`src/rtl/cbuf_pkg.sv`:
```
// Shared definitions for the channel circular-buffer write path:
// FSM state encodings, write-word geometry and the lane formatting helper.
package cbuf_pkg;

    typedef enum logic [2:0] {
        ST_IDLE  = 3'd0,
        ST_FILL  = 3'd1,
        ST_ARMED = 3'd2,
        ST_POST  = 3'd3,
        ST_DONE  = 3'd4
    } cbuf_state_t;

    localparam int CBUF_WORD_W   = 128;
    localparam int CBUF_LANES    = 8;
    localparam int CBUF_LANE_W   = 16;
    localparam int CBUF_SAMPLE_W = 12;

    // A 12-bit ADC sample occupies the low bits of its 16-bit lane; the top
    // nibble is always zero (no sign extension, the sample is raw ADC code).
    function automatic logic [CBUF_LANE_W-1:0] cbuf_lane(input logic [CBUF_SAMPLE_W-1:0] sample);
        return {{(CBUF_LANE_W-CBUF_SAMPLE_W){1'b0}}, sample};
    endfunction

endpackage

```
`src/rtl/cbuf_write_ctrl_if.sv`:
```
// Write port towards the DDR3 memory interface: one 128-bit word plus its
// word address, qualified by a valid/ready handshake.
interface cbuf_write_ctrl_if #(
    parameter int ADDR_W = 24
);
    import cbuf_pkg::*;

    logic                   wr_valid;
    logic                   wr_ready;
    logic [ADDR_W-1:0]      wr_addr;
    logic [CBUF_WORD_W-1:0] wr_data;

    modport master (
        output wr_valid,
        output wr_addr,
        output wr_data,
        input  wr_ready
    );

    modport slave (
        input  wr_valid,
        input  wr_addr,
        input  wr_data,
        output wr_ready
    );

endinterface

```
`src/rtl/cbuf_packer.sv`:
```
// Sample packer: collects eight 12-bit samples into one 128-bit word.
// word_stb is a single-cycle combinational strobe in the cycle that carries
// the lane-7 sample, so the caller can register the word on that same edge.
module cbuf_packer
    import cbuf_pkg::*;
(
    input  logic                     clk,
    input  logic                     rst_n,
    input  logic                     clr,
    input  logic                     en,
    input  logic                     s_valid,
    input  logic [CBUF_SAMPLE_W-1:0] s_data,
    output logic                     word_stb,
    output logic [CBUF_WORD_W-1:0]   word,
    output logic [2:0]               lane
);

    logic [2:0]             lane_cnt;
    logic [CBUF_LANE_W-1:0] hold_p0 [0:CBUF_LANES-2];
    logic                   take;

    assign take = en & s_valid & ~clr;

    // Lane counter: restarts on clr, advances per accepted sample, 7 -> 0.
    always_ff @(posedge clk or negedge rst_n) begin
        if (!rst_n) begin
            lane_cnt <= 3'd0;
        end else if (clr) begin
            lane_cnt <= 3'd0;
        end else if (take) begin
            lane_cnt <= lane_cnt + 3'd1;
        end
    end

    // Lanes 0..6 are parked here; lane 7 bypasses straight into the word.
    always_ff @(posedge clk) begin
        if (take && lane_cnt != 3'd7) begin
            hold_p0[lane_cnt] <= cbuf_lane(s_data);
        end
    end

    // Assemble the full word from the parked lanes plus the live sample.
    always_comb begin
        word = '0;
        for (int k = 0; k < CBUF_LANES - 1; k++) begin
            word[CBUF_LANE_W*k +: CBUF_LANE_W] = hold_p0[k];
        end
        word[CBUF_LANE_W*(CBUF_LANES-1) +: CBUF_LANE_W] = cbuf_lane(s_data);
    end

    assign word_stb = take & (lane_cnt == 3'd7);
    assign lane     = lane_cnt;

endmodule

```
`src/rtl/cbuf_write_ctrl.sv`:
```
// Circular-buffer write controller: packs ADC samples into 128-bit words,
// writes them to a wrapping word address through a one-deep output register,
// and freezes the buffer POST_WORDS words after a trigger word.
module cbuf_write_ctrl
    import cbuf_pkg::*;
#(
    parameter int ADDR_W     = 24,
    parameter int BUF_WORDS  = 2**20,
    parameter int PRE_WORDS  = 256,
    parameter int POST_WORDS = 1024
) (
    input  logic                     clk,
    input  logic                     rst_n,
    input  logic                     arm,
    input  logic                     acq_trig,
    input  logic                     s_valid,
    input  logic [CBUF_SAMPLE_W-1:0] s_data,
    cbuf_write_ctrl_if.master        wr,
    output logic [ADDR_W-1:0]        trig_addr,
    output logic [2:0]               trig_lane,
    output logic                     acq_done,
    output logic                     overflow,
    output logic [2:0]               state
);

    localparam int                FILL_CW   = $clog2(PRE_WORDS + 1);
    localparam logic [ADDR_W-1:0] ADDR_LAST = ADDR_W'(BUF_WORDS - 1);

    // Next address in the circular buffer.
    function automatic logic [ADDR_W-1:0] addr_inc(input logic [ADDR_W-1:0] a);
        return (a == ADDR_LAST) ? '0 : a + 1'b1;
    endfunction

    // Address of the last post-trigger word: trigger word + POST_WORDS,
    // modulo the buffer depth. POST_WORDS is expected to be below BUF_WORDS.
    function automatic logic [ADDR_W-1:0] addr_post(input logic [ADDR_W-1:0] a);
        logic [ADDR_W:0] sum;
        sum = {1'b0, a} + (ADDR_W+1)'(POST_WORDS);
        if (sum >= (ADDR_W+1)'(BUF_WORDS)) begin
            sum = sum - (ADDR_W+1)'(BUF_WORDS);
        end
        return sum[ADDR_W-1:0];
    endfunction

    cbuf_state_t            state_q;
    cbuf_state_t            state_d;
    logic                   trig_d_q;
    logic                   trig_pend_q;
    logic [FILL_CW-1:0]     fill_cnt_q;
    logic [ADDR_W-1:0]      load_addr_q;
    logic [ADDR_W-1:0]      trig_addr_q;
    logic [2:0]             trig_lane_q;
    logic                   overflow_q;

    logic                   vld_p1;
    logic [CBUF_WORD_W-1:0] data_p1;
    logic [ADDR_W-1:0]      addr_p1;

    logic                   pack_en;
    logic                   pk_stb;
    logic [CBUF_WORD_W-1:0] pk_word;
    logic [2:0]             pk_lane;

    logic                   trig_edge;
    logic                   trig_hit;
    logic                   accept;
    logic                   final_acc;
    logic                   load;
    logic                   drop;
    logic [ADDR_W-1:0]      stop_addr;

    assign pack_en = (state_q == ST_FILL) || (state_q == ST_ARMED) || (state_q == ST_POST);

    cbuf_packer u_packer (
        .clk      (clk),
        .rst_n    (rst_n),
        .clr      (arm),
        .en       (pack_en),
        .s_valid  (s_valid),
        .s_data   (s_data),
        .word_stb (pk_stb),
        .word     (pk_word),
        .lane     (pk_lane)
    );

    // Event decode. arm overrides everything in its cycle: no trigger,
    // no load and no drop is recorded for the acquisition being abandoned.
    assign trig_edge = acq_trig & ~trig_d_q;
    assign accept    = vld_p1 & wr.wr_ready;
    assign stop_addr = addr_post(trig_addr_q);
    assign final_acc = (state_q == ST_POST) & accept & (addr_p1 == stop_addr);
    assign trig_hit  = (state_q == ST_ARMED) & (trig_edge | trig_pend_q) & s_valid & ~arm;
    // The word completing alongside the final accept belongs after the
    // frozen window, so it is not loaded.
    assign load      = pk_stb & (~vld_p1 | accept) & ~final_acc & ~arm;
    assign drop      = pk_stb & vld_p1 & ~accept & ~arm;

    // FSM state register.
    always_ff @(posedge clk or negedge rst_n) begin
        if (!rst_n) begin
            state_q <= ST_IDLE;
        end else begin
            state_q <= state_d;
        end
    end

    // FSM next-state logic.
    always_comb begin
        state_d = state_q;
        if (arm) begin
            state_d = ST_FILL;
        end else begin
            case (state_q)
                ST_FILL: begin
                    if (accept && fill_cnt_q == FILL_CW'(PRE_WORDS - 1)) begin
                        state_d = ST_ARMED;
                    end
                end
                ST_ARMED: begin
                    if (trig_hit) begin
                        state_d = ST_POST;
                    end
                end
                ST_POST: begin
                    if (final_acc) begin
                        state_d = ST_DONE;
                    end
                end
                default: begin
                    state_d = state_q;
                end
            endcase
        end
    end

    // Trigger edge register and pending flag for an edge seen without a sample.
    always_ff @(posedge clk or negedge rst_n) begin
        if (!rst_n) begin
            trig_d_q    <= 1'b0;
            trig_pend_q <= 1'b0;
        end else begin
            trig_d_q <= acq_trig;
            if (arm || trig_hit) begin
                trig_pend_q <= 1'b0;
            end else if (state_q == ST_ARMED && trig_edge && !s_valid) begin
                trig_pend_q <= 1'b1;
            end
        end
    end

    // Pre-trigger word counter, saturating at PRE_WORDS.
    always_ff @(posedge clk or negedge rst_n) begin
        if (!rst_n) begin
            fill_cnt_q <= '0;
        end else if (arm) begin
            fill_cnt_q <= '0;
        end else if (state_q == ST_FILL && accept && fill_cnt_q != FILL_CW'(PRE_WORDS)) begin
            fill_cnt_q <= fill_cnt_q + 1'b1;
        end
    end

    // Address for the next word to enter the output register; dropped words
    // never reach the register, so they never consume an address.
    always_ff @(posedge clk or negedge rst_n) begin
        if (!rst_n) begin
            load_addr_q <= '0;
        end else if (arm) begin
            load_addr_q <= '0;
        end else if (load) begin
            load_addr_q <= addr_inc(load_addr_q);
        end
    end

    // Trigger position: the packing word's future address and current lane.
    always_ff @(posedge clk or negedge rst_n) begin
        if (!rst_n) begin
            trig_addr_q <= '0;
            trig_lane_q <= 3'd0;
        end else if (trig_hit) begin
            trig_addr_q <= load_addr_q;
            trig_lane_q <= pk_lane;
        end
    end

    // Sticky overflow flag, cleared only by a new acquisition.
    always_ff @(posedge clk or negedge rst_n) begin
        if (!rst_n) begin
            overflow_q <= 1'b0;
        end else if (arm) begin
            overflow_q <= 1'b0;
        end else if (drop) begin
            overflow_q <= 1'b1;
        end
    end

    // ---- stage p1: one-deep output register holding the word until accepted
    always_ff @(posedge clk or negedge rst_n) begin
        if (!rst_n) begin
            vld_p1  <= 1'b0;
            data_p1 <= '0;
            addr_p1 <= '0;
        end else if (arm) begin
            vld_p1  <= 1'b0;
            addr_p1 <= '0;
        end else if (load) begin
            vld_p1  <= 1'b1;
            data_p1 <= pk_word;
            addr_p1 <= load_addr_q;
        end else if (accept) begin
            vld_p1  <= 1'b0;
        end
    end

    assign wr.wr_valid = vld_p1;
    assign wr.wr_data  = data_p1;
    assign wr.wr_addr  = addr_p1;
    assign trig_addr   = trig_addr_q;
    assign trig_lane   = trig_lane_q;
    assign acq_done    = (state_q == ST_DONE);
    assign overflow    = overflow_q;
    assign state       = state_q;

endmodule

```
`src/flat_wrapper.sv`:
```
// flat-port wrapper written by rule: the top's interface ports become plain ports
module cbuf_write_ctrl_flat import cbuf_pkg::*;
#(
    parameter int ADDR_W     = 24,
    parameter int BUF_WORDS  = 2**20,
    parameter int PRE_WORDS  = 256,
    parameter int POST_WORDS = 1024
)
  (clk, rst_n, arm, acq_trig, s_valid, s_data, trig_addr, trig_lane, acq_done, overflow, state, wr_wr_valid, wr_wr_addr, wr_wr_data, wr_wr_ready);
  cbuf_write_ctrl_if #(.ADDR_W(ADDR_W)) wr_i ();
  input  logic clk;
  input  logic rst_n;
  input  logic arm;
  input  logic acq_trig;
  input  logic s_valid;
  input  logic [CBUF_SAMPLE_W-1:0] s_data;
  output logic [ADDR_W-1:0] trig_addr;
  output logic [2:0] trig_lane;
  output logic acq_done;
  output logic overflow;
  output logic [2:0] state;
  output wire logic [$bits(wr_i.wr_valid)-1:0] wr_wr_valid;
  output wire logic [$bits(wr_i.wr_addr)-1:0] wr_wr_addr;
  output wire logic [$bits(wr_i.wr_data)-1:0] wr_wr_data;
  input wire logic [$bits(wr_i.wr_ready)-1:0] wr_wr_ready;
  assign wr_wr_valid = wr_i.wr_valid;
  assign wr_wr_addr = wr_i.wr_addr;
  assign wr_wr_data = wr_i.wr_data;
  assign wr_i.wr_ready = wr_wr_ready;
  cbuf_write_ctrl #(.ADDR_W(ADDR_W), .BUF_WORDS(BUF_WORDS), .PRE_WORDS(PRE_WORDS), .POST_WORDS(POST_WORDS)) u_core (.clk(clk), .rst_n(rst_n), .arm(arm), .acq_trig(acq_trig), .s_valid(s_valid), .s_data(s_data), .wr(wr_i), .trig_addr(trig_addr), .trig_lane(trig_lane), .acq_done(acq_done), .overflow(overflow), .state(state));
endmodule
```
`config.mk`:
```
export PLATFORM = sky130hd
export DESIGN_NAME = cbuf_write_ctrl_flat
export DESIGN_NICKNAME = d
export VERILOG_FILES = /design/src/rtl/cbuf_pkg.sv /design/src/rtl/cbuf_write_ctrl_if.sv /design/src/rtl/cbuf_packer.sv /design/src/rtl/cbuf_write_ctrl.sv /design/src/flat_wrapper.sv
export SDC_FILE = /design/constraint.sdc
export NUM_CORES = 1
export LEC_CHECK = 0
export ABC_CLOCK_PERIOD_IN_PS = 10400
export CAP_MARGIN = 20
export CORE_MARGIN = 3
export CORE_UTILIZATION = 57
export DETAILED_ROUTE_END_ITERATION = 8
export PLACE_DENSITY = 0.84
export SKIP_LAST_GASP = 1
export SYNTH_ARGS = -nofsm -noshare
export SYNTH_HDL_FRONTEND = slang
export SYNTH_SLANG_ARGS = --single-unit
export TNS_END_PERCENT = 30
```
`constraint.sdc`:
```
create_clock -name clk -period 10.4 [get_ports clk]
set_input_delay 1.56 -clock clk [delete_from_list [all_inputs] [get_ports clk]]
set_output_delay 1.56 -clock clk [all_outputs]
set_load 0.02 [all_outputs]
```
After elaboration in Yosys (flattened, before gate mapping)
Memory sizes are Yosys's and may differ from the RTL's. A register that Yosys moved wholly into a read port is not among the register bits. Index checks and enable logic that the tools add are counted.

Word-level logic and storage cells: 105. Memories: 1. Flip-flop bits (word level): 218. Output and inout bits: 185. Bits in writable memories: 84.

Bitwise operators: 23. Reductions and logical operators: 26. Order comparisons: 1. Add/subtract/negate cells: 5. Mux-type cells: 24. Eq/ne operators: 13.

Memory list: u_core.u_packer.hold_p0 (depth 7, width 12, read ports 7, clocked after Yosys merged registers in 7, wr ports 1, line cbuf_packer.sv:19) `logic [CBUF_LANE_W-1:0] hold_p0 [0:CBUF_LANES-2];`.

Operators with widths (count): 24-bit 2-to-1 mux (6); 24-bit by 11-bit adder with 25-bit output, second input constant (1); 25-bit by 21-bit >= comparator with 1-bit output, second input constant (1); 24-bit by 1-bit adder with 24-bit output, second input constant (1); 24-bit by 20-bit equality test with 1-bit output, second input constant (1); 24-bit equality test (1); 24-bit by 21-bit subtractor with 24-bit output, second input constant (1); 3-bit 2-to-1 mux (6); 9-bit 2-to-1 mux (2); 1-bit AND (16); 2-bit nonzero test (5); 9-bit by 1-bit adder with 9-bit output, second input constant (1); 9-bit by 8-bit equality test with 1-bit output, second input constant (1); 1-bit 2-to-1 mux (9); 9-bit inequality test, second input constant (1); 3-bit one-hot mux with 3 select lines (1); 1-bit logical NOT (8); 3-bit by 2-bit equality test with 1-bit output, second input constant (2); 3-bit equality test, second input constant (2); 1-bit logical AND (6); 3-bit by 2-bit inequality test with 1-bit output, second input constant (2); 3-bit inequality test, second input constant (2); 1-bit NOT (5); 4-bit AND reduction (1); other kinds (7) (10).

Longest topological paths before layout
Gate-level depths: netlist (run 1).

Depth in word-level cells: 11. Depth in mapped cells: 19. Depth with buffers taken out: 15.

Hierarchy
Synthesis (run 1) repeated with hierarchy kept, for this count alone.

Cells, all modules: 1000. Area total of the unflattened synthesis: 13610.6 sq um.

Modules (own cells, without submodules): cbuf_write_ctrl (times used 1, cells each 846, sequential area each 5480.3 sq um, area each 10516.3 sq um); cbuf_packer (times used 1, cells each 154, sequential area each 2597.5 sq um, area each 3094.2 sq um).

Worst setup path before layout (run 1)
No wires, ideal clock.

Kind: input to register. Start point: input port wr_wr_ready. End point: register u_core.data_p1[100], in the netlist u_core.wr.wr_data[100], read port of u_core.u_packer.hold_p0. Arrival time: 3867 ps. Slack: 6408 ps. Required time: 10275 ps. Cell stages on the path: 11. Cells stage by stage: nand4b_1 nor4_1 nand3_1 or4_1 a2111oi_1 o2111ai_2 o21ai_2 nor2_2 buf_6 buf_6 mux2_4.

Cells in the longest elaborated chain, start to end: 7.

RTL lines: start, declared (line flat_wrapper.sv:25) `input wire logic [$bits(wr_i.wr_ready)-1:0] wr_wr_ready;`; 1-bit AND * (line cbuf_write_ctrl.sv:89) `assign accept = vld_p1 & wr.wr_ready;`; 1-bit AND (2 in a row) (line cbuf_write_ctrl.sv:91) `assign final_acc = (state_q == ST_POST) & accept & (addr_p1 == stop_addr);`; 1-bit NOT (line cbuf_write_ctrl.sv:95) `assign load = pk_stb & (~vld_p1 | accept) & ~final_acc & ~arm;`; 1-bit AND * (2 in a row) (line cbuf_write_ctrl.sv:95); 2-bit AND reduction (no line) *; end, declared (line cbuf_write_ctrl.sv:56) `logic [CBUF_WORD_W-1:0] data_p1;`.

Every way passes the cells marked *; elsewhere a longest branch is shown, timed or not. A chain may end at the register's enable or synchronous reset.

Worst setup path after layout (run 1)
Start point: register u_core.trig_addr_q[10], in the netlist u_core.trig_addr[10]. End point: register u_core.data_p1[122], in the netlist u_core.wr.wr_data[122].

Cells in the longest elaborated chain, start to end: 9.

RTL lines: start, declared (line cbuf_write_ctrl.sv:51) `logic [ADDR_W-1:0] trig_addr_q;`; start signal, assigned (line cbuf_write_ctrl.sv:180) `trig_addr_q <= load_addr_q;`; 24-bit by 11-bit adder with 25-bit output * (line cbuf_write_ctrl.sv:38) `sum = {1'b0, a} + (ADDR_W+1)'(POST_WORDS);`; 24-bit by 21-bit subtractor with 24-bit output or 25-bit by 21-bit >= comparator with 1-bit output (tied branches) (line cbuf_write_ctrl.sv:40, cbuf_write_ctrl.sv:39); 24-bit 2-to-1 mux * (line cbuf_write_ctrl.sv:39) `if (sum >= (ADDR_W+1)'(BUF_WORDS)) begin`; 24-bit equality test * (line cbuf_write_ctrl.sv:91); 1-bit AND * (line cbuf_write_ctrl.sv:91); 1-bit NOT * (line cbuf_write_ctrl.sv:95); 1-bit AND * (2 in a row) (line cbuf_write_ctrl.sv:95); 2-bit AND reduction (no line) *; end signal, assigned (line cbuf_write_ctrl.sv:207) `data_p1 <= pk_word;`.

Marked as above.

==> reports/results.ini, run 1 <==
[global_routing]
grt-ovfl-total = 0
grt_start_max_net_pins = 87
grt_pass1_wl_mm = 41.0
antenna_found_initial = 0
grt_use_total_pct = 23.5
grt_pass1_vias = 7320

[clocking]
hold_buffers = 0
htree_levels = 1
numCtsBuffers = 28
clock_latency_ns = 0.55
cts_setup_buffers = 0
clkSinkCount = 274
cts_tree = built
cts_root_buf = clkbuf_16
clockBufferDepth = 3
clk_pin_slew_ns = 0.06
post_cts_resized = 0

[worst_setup_path]
crit_slowest_cell = buf_4
worstPathArrival_ns = 5.51
r2r-start = u_core.trig_addr[10]
start_kind = flop
worstSetupPathType = reg -> reg
worstSetupStartpoint = u_core.trig_addr[10]
crit_required_ns = 10.83
worst_setup_path_end_kind = flop
worst_r2r_path_depth = 17
ff2ff_setup_slack_ns = 5.32
crit_path_end = u_core.wr.wr_data[122]
cp_max_fo = 51
cpPeakStageDelay_ns = 0.73
path_cells = ha_1 -> and4_4 -> and3_1 -> xnor2_1 -> inv_1 -> ha_1 -> nor4bb_1 -> nand4_1 -> nor3_1 -> and3_1 -> o22ai_1 -> xnor2_1 -> o21ai_4 -> nor2_4 -> buf_4 -> buf_4 -> mux2_2
r2r-end = u_core.wr.wr_data[122]

[floorplan]
die_y_um = 150
die_w_um = 150
core_area_um2 = 19800
io_pins = 203
fp-row-count = 51
dieArea_um2 = 22400
start_util_pct = 59.2

[yosys]
ys_dominant_reg_cell = dfrtp_1
synth_top_area_share_pct = 40.5
yosysSeqAreaShare_pct = 62.0
synth_edf_count = 84
synth_largest_area_cell = dfrtp_1
ys_ff_latch = 274
synth-async-reset-ratio_pct = 69.3
netlist_area_um2 = 11700
synth_cells = 846
syn_avg_cell_area_um2 = 13.9
synth.distinct_cells = 63
ys_top_cells_by_area = dfrtp_1 40%, edfxtp_1 21%, mux2_2 7.8%
yosys_warnings = 0

[placed_design]
hpwl_mm = 17.7
dp_cells = 1250
gp_congestion = 0.888
numPortBuffers = 170

[drt]
routed-wl-met2_mm = 13.0
drtIter0Drc = 489
drc = 0
drtPass1Iterations = 5
wl_met1_mm = 11.3
routed.top_layer = met4
num_vias = 7452
met3_length_mm = 1.68
ant_nets = 0
viasPerCell = 5.71
wl_mm = 26.6
wl_per_cell_um = 20.4

[sta]
rsz0062_at_grt = false
finalSetupViolCount = 0
maxSlewHeadroom_pct = 45.5
tns_ns = 0
period_needed_ns = 5.08
hold_slack_ns = 0.472
worst_pin_slew_ns = 0.812
layout_worst_path_cycle_share_pct = 48.8
slew_viol_final = 0
hold_viol = 0
max_freq_ghz = 0.197
finClkSkew_ns = 0.0154

[cells_and_area]
layout.cells.non_filler = 1306
antenna_cells = 0
nNetsFinal = 1047
synthToLayoutAreaGrowth_pct = 23.5
drive_gt1_share_pct = 18.6

[min_path]
min_from = u_core.u_packer.hold_p0[6][11]
hold_class = reg -> reg

[power_and_ir_drop]
p_leak_uw = 0.00644
ir_worst_vdd_v = 0.000142
power_density_nw_per_um2 = 151

[run]
cap_violations = 0

[outcome]
status = completed

cell families (layout without fill, tap and decap cells):
family	after synthesis	in the layout	synth area share (%)
buf+inv	83	247	4.39
other cells	1	32	0.0319
simple gates	210	210	9.56
flops	274	274	62.0
compound gates	74	74	4.20
xor+xnor	44	44	3.41
fa+ha+maj	10	10	1.07
mux	150	150	15.4
metrics by stage:
| step | worst slack, ns | power, uW | area (um2) | util, % |
|---|---|---|---|---|
| 3_5_place_dp | 4.98 | 1210 | 13500 | 68.1 |
| 5_1_grt | 4.99 | 2250 | 14500 | 73.1 |
| 4_1_cts | 5.33 | 2200 | 14500 | 72.9 |
| 6_report | 5.32 | 2190 | 14500 | 73.1 |
| 3_3_place_gp | 5.09 | 1210 | 13500 | 68.1 |
| 2_1_floorplan | 6.41 | 1180 | 11900 | - |
registers in the layout, indices dropped and copies added (netlist names):
| register | flops |
|---|---|
| u_core.wr.wr_data | 96 |
| u_core.u_packer.hold_p0 | 84 |
| u_core.load_addr_q | 24 |
| u_core.trig_addr | 24 |
| u_core.wr.wr_addr | 24 |
| u_core.fill_cnt_q | 9 |
| u_core.state | 3 |
| u_core.trig_lane | 3 |
| u_core.u_packer.lane | 3 |
| u_core.overflow | 1 |
| u_core.trig_d_q | 1 |
| u_core.trig_pend_q | 1 |
| u_core.wr.wr_valid | 1 |
layout make-up:
type,count,area (um2)
Inverter,11,41.3
Fill cell,1292,5350
Clock buffer,40,807
Multi-Input combinational cell,520,4090
Clock inverter,12,138
Tap cell,265,332
Sequential cell,274,7280
Timing Repair Buffer,184,1820
worst min-delay path by stage:
stage | depth (start not counted) | endpoint | slack [ns]
2_1_floorplan | 1 | u_core.wr.wr_data[32] | 0.45
3_3_place_gp | 1 | u_core.wr.wr_data[35] | 0.45
3_5_place_dp | 1 | u_core.wr.wr_data[9] | 0.46
4_1_cts | 1 | u_core.wr.wr_data[43] | 0.46
5_1_grt | 1 | u_core.wr.wr_data[27] | 0.48
6_report | 1 | u_core.wr.wr_data[107] | 0.47
worst max-delay path, delay by kind of cell, from the launching register on:
family                     cells  cell delay, ns
AOI/OAI and AO/OA              2            0.25
xor gates and xnor gates       2            0.53
adders and majority gates      2            0.42
buffers and inverters          3            1.38
DFF                            1            0.51
muxes                          1            0.42
and+or+nand+nor                7            1.42
cells in the final DEF (no fill, tap or decap), types with 29 or more instances in the layout:
master | synthesis | routed
mux2_4 | 40 | 40
conb_1 | 1 | 32
nor2_1 | 62 | 62
clkdlybuf4s50_1 | 0 | 168
mux2i_1 | 29 | 29
dfrtp_1 | 190 | 190
clkbuf_16 | 0 | 29
nand2_1 | 30 | 30
edfxtp_1 | 84 | 84
mux2_2 | 81 | 81
synth_stat cells (3+ instances only):
master    number
nor2_1        62
and2_1         7
nor4_1        10
mux2_2        81
o31ai_1        5
xnor2_1       20
a21oi_1       18
or3_1          3
nand2_1       30
dfrtp_1      190
nand4_1       12
o21a_1         4
and4_1         5
nand3_1       19
xor2_1        23
edfxtp_1      84
buf_2         13
nor3_1         9
buf_4         36
mux2i_1       29
nand2b_1       5
inv_1         11
clkbuf_1      14
a31oi_1        4
buf_6          7
o211ai_1       5
ha_1          10
a211oi_1       4
a31o_2         3
mux2_4        40
or4_1         11
and3_1        17
o21ai_0       15
where the power goes:
part	switching (uW)	internal, uW
clock	407	592
sequential	4.30	1120
combinational	47.3	15.0
layer usage:
metal / up-vias / GRT usage [%]
met5: - / 0
met4: 0 / 6.45
met3: 49 / 3.60
met2: 294 / 39.1
met1: 3777 / 32.8
li1: 3332 / -
(Power assumes the default switching activity.)
==> run 2, diff against run 1 <==
--- a/config.mk
+++ b/config.mk
@@ -5,12 +5,12 @@
 export SDC_FILE = /design/constraint.sdc
 export NUM_CORES = 1
 export LEC_CHECK = 0
-export ABC_CLOCK_PERIOD_IN_PS = 10400
+export ABC_CLOCK_PERIOD_IN_PS = 4180
 export CAP_MARGIN = 20
 export CORE_MARGIN = 3
-export CORE_UTILIZATION = 57
+export CORE_UTILIZATION = 48
 export DETAILED_ROUTE_END_ITERATION = 8
-export PLACE_DENSITY = 0.84
+export PLACE_DENSITY = 0.75
 export SKIP_LAST_GASP = 1
 export SYNTH_ARGS = -nofsm -noshare
 export SYNTH_HDL_FRONTEND = slang
==> constraint.sdc (replaced) <==
create_clock -name clk -period 4.18 [get_ports clk]
set_input_delay 0.627 -clock clk [delete_from_list [all_inputs] [get_ports clk]]
set_output_delay 0.627 -clock clk [all_outputs]
set_load 0.02 [all_outputs]
==> run 2 against run 1 <==
Flip-flop and latch count unchanged. Setup slack worse by 5.0 ns. First-iteration DRC count up 19%. Non-clock buffer count up 16. Largest cell class unchanged. Highest routed layer unchanged.
==> reports/results.ini, run 2 (synthesis gave the netlist of run 1 again) <==
[outcome]
status = completed

[clocking]
clkSinkCount = 274  ; unchanged
clk_pin_slew_ns = 0.06  ; about the same
cts_root_buf = clkbuf_16
clock_latency_ns = 0.53  ; -0.02 ns
clockBufferDepth = 3  ; unchanged
cts_tree = built
post_cts_resized = 0  ; unchanged
cts_setup_buffers = 0  ; unchanged
hold_buffers = 0  ; unchanged
htree_levels = 1  ; unchanged
numCtsBuffers = 28  ; unchanged

[drt]
ant_nets = 0  ; unchanged
drtPass1Iterations = 7  ; +2
wl_per_cell_um = 19.3  ; -5.1%
drtIter0Drc = 581  ; +19%
num_vias = 7347  ; -1.4%
viasPerCell = 5.34  ; -6.4%
wl_mm = 26.5  ; -0.13%
drc = 0  ; unchanged

[sta]
slew_viol_final = 0  ; unchanged
finClkSkew_ns = 0.0145  ; -0.000915 ns
maxSlewHeadroom_pct = 33.0  ; -12 points
period_needed_ns = 3.85  ; -1.23 ns
tns_ns = 0  ; unchanged
rsz0062_at_grt = false
worst_pin_slew_ns = 1.00  ; +0.193 ns
setup_ws_ns = 0.331  ; -4.99 ns
layout_worst_path_cycle_share_pct = 92.1  ; +43 points
finalSetupViolCount = 0  ; unchanged
hold_viol = 0  ; unchanged
max_freq_ghz = 0.260  ; +32%
hold_slack_ns = 0.246  ; -0.226 ns

[global_routing]
grt_start_max_net_pins = 125  ; +44%
grt_use_total_pct = 20.0  ; -3.6 points
antenna_found_initial = 0  ; unchanged
grt-ovfl-total = 0  ; unchanged
grt_pass1_vias = 7195  ; -1.7%
grt_pass1_wl_mm = 41.8  ; +2.0%

[floorplan]
die_y_um = 162  ; +8.6%
fp-row-count = 56  ; +9.8%
io_pins = 203  ; unchanged
die_w_um = 162  ; +8.6%
dieArea_um2 = 26400  ; +18%
core_area_um2 = 23800  ; +20%
start_util_pct = 49.4  ; -9.7 points

[cells_and_area]
mostFrequentLayoutCells = 190 x dfrtp_1, 168 x clkdlybuf4s50_1, 84 x edfxtp_1
largest_reg_flops = 96  ; unchanged
synthToLayoutAreaGrowth_pct = 24.7
nNetsFinal = 1063  ; +1.5%
antenna_cells = 0  ; unchanged
drive_gt1_share_pct = 19.3  ; +0.68 points
final_common_cell = dfrtp_1

[power_and_ir_drop]
power_density_nw_per_um2 = 359  ; +140%
ir_worst_vdd_v = 0.000257  ; +81%
p_leak_uw = 0.00650  ; +0.96%

[worst_setup_path]
worstPathArrival_ns = 4.26  ; -1.25 ns
worstSetupPathType = reg -> reg
worst_r2r_path_depth = 17  ; unchanged
cp_max_fo = 45  ; -12%
crit_required_ns = 4.59  ; -6.24 ns
worst_setup_path_end_kind = flop
start_kind = flop
ff2ff_setup_slack_ns = 0.33  ; -4.99 ns

[placed_design]
hpwl_mm = 18.2  ; +2.7%
dpl_worst_slack_ns = 0.193  ; -4.79 ns
gp_congestion = 0.935  ; +5.3%
numPortBuffers = 170  ; unchanged

[min_path]
hold_class = in -> async

[run]
cap_violations = 0  ; unchanged

-- run 2: final timing paths --
check	start	to
worst max-delay path	u_core.trig_addr[10]	u_core.wr.wr_data[9]
worst min register to register	u_core.u_packer.hold_p0[0][10]	u_core.wr.wr_data[10]
worst max register to register	u_core.trig_addr[10]	u_core.wr.wr_data[9]
min in group clk	arm	u_core.u_packer.lane[0]
max in group asynchronous	rst_n	u_core.load_addr_q[12]
worst min-delay path	rst_n	u_core.wr.wr_data[55]
-- run 2: through the flow --
step / power, uW / std cells / area (um2) / util [%]
finish: 5250 / 1375 / 14600 / 61.6
global route: 5430 / 1375 / 14600 / 61.6
CTS: 5310 / 1371 / 14600 / 61.5
detailed placement: 3010 / 1320 / 13700 / 57.9
global placement: 3000 / 1318 / 13700 / 57.8
floorplan: 2930 / 877 / 11900 / -
-- run 2: critical path: stages (launching register included) --
cell and delay [ns]:
dfrtp_1 0.35, buf_4 0.17, and4_1 0.24, nand2_1 0.13, nor2_1 0.15, xnor2_1 0.17, ha_1 0.19, nor4bb_1 0.22
nand4_1 0.12, nor3_1 0.20, and3_1 0.24, nor4_1 0.07, buf_4 0.14, o2111ai_2 0.29, o21ai_4 0.12, nor2_4 0.19
buf_12 0.30, mux2_2 0.39
-- run 2: final cells by class --
class,instances,area (um2)
Clock inverter,9,55.1
Inverter,11,41.3
Clock buffer,42,803
Multi-Input combinational cell,520,4090
Fill cell,1829,9110
Sequential cell,274,7280
Tap cell,319,399
Timing Repair Buffer,200,1980
-- run 2: where the power goes --
group	internal [uW]	switching, uW
clock	1320	976
sequential	2790	9.86
combinational	38.4	117
total	4150	1100
-- run 2: metal layers --
layer / wire length (um) / vias up / track usage [%] / share of wire (%)
met3: 1550 / 38 / 2.92 / 5.8
met1: 12100 / 3688 / 30.1 / 46
li1: - / 3375 / - / -
met2: 12400 / 246 / 31.2 / 47
met5: 0 / - / 0 / 0
met4: 498 / 0 / 4.07 / 1.9
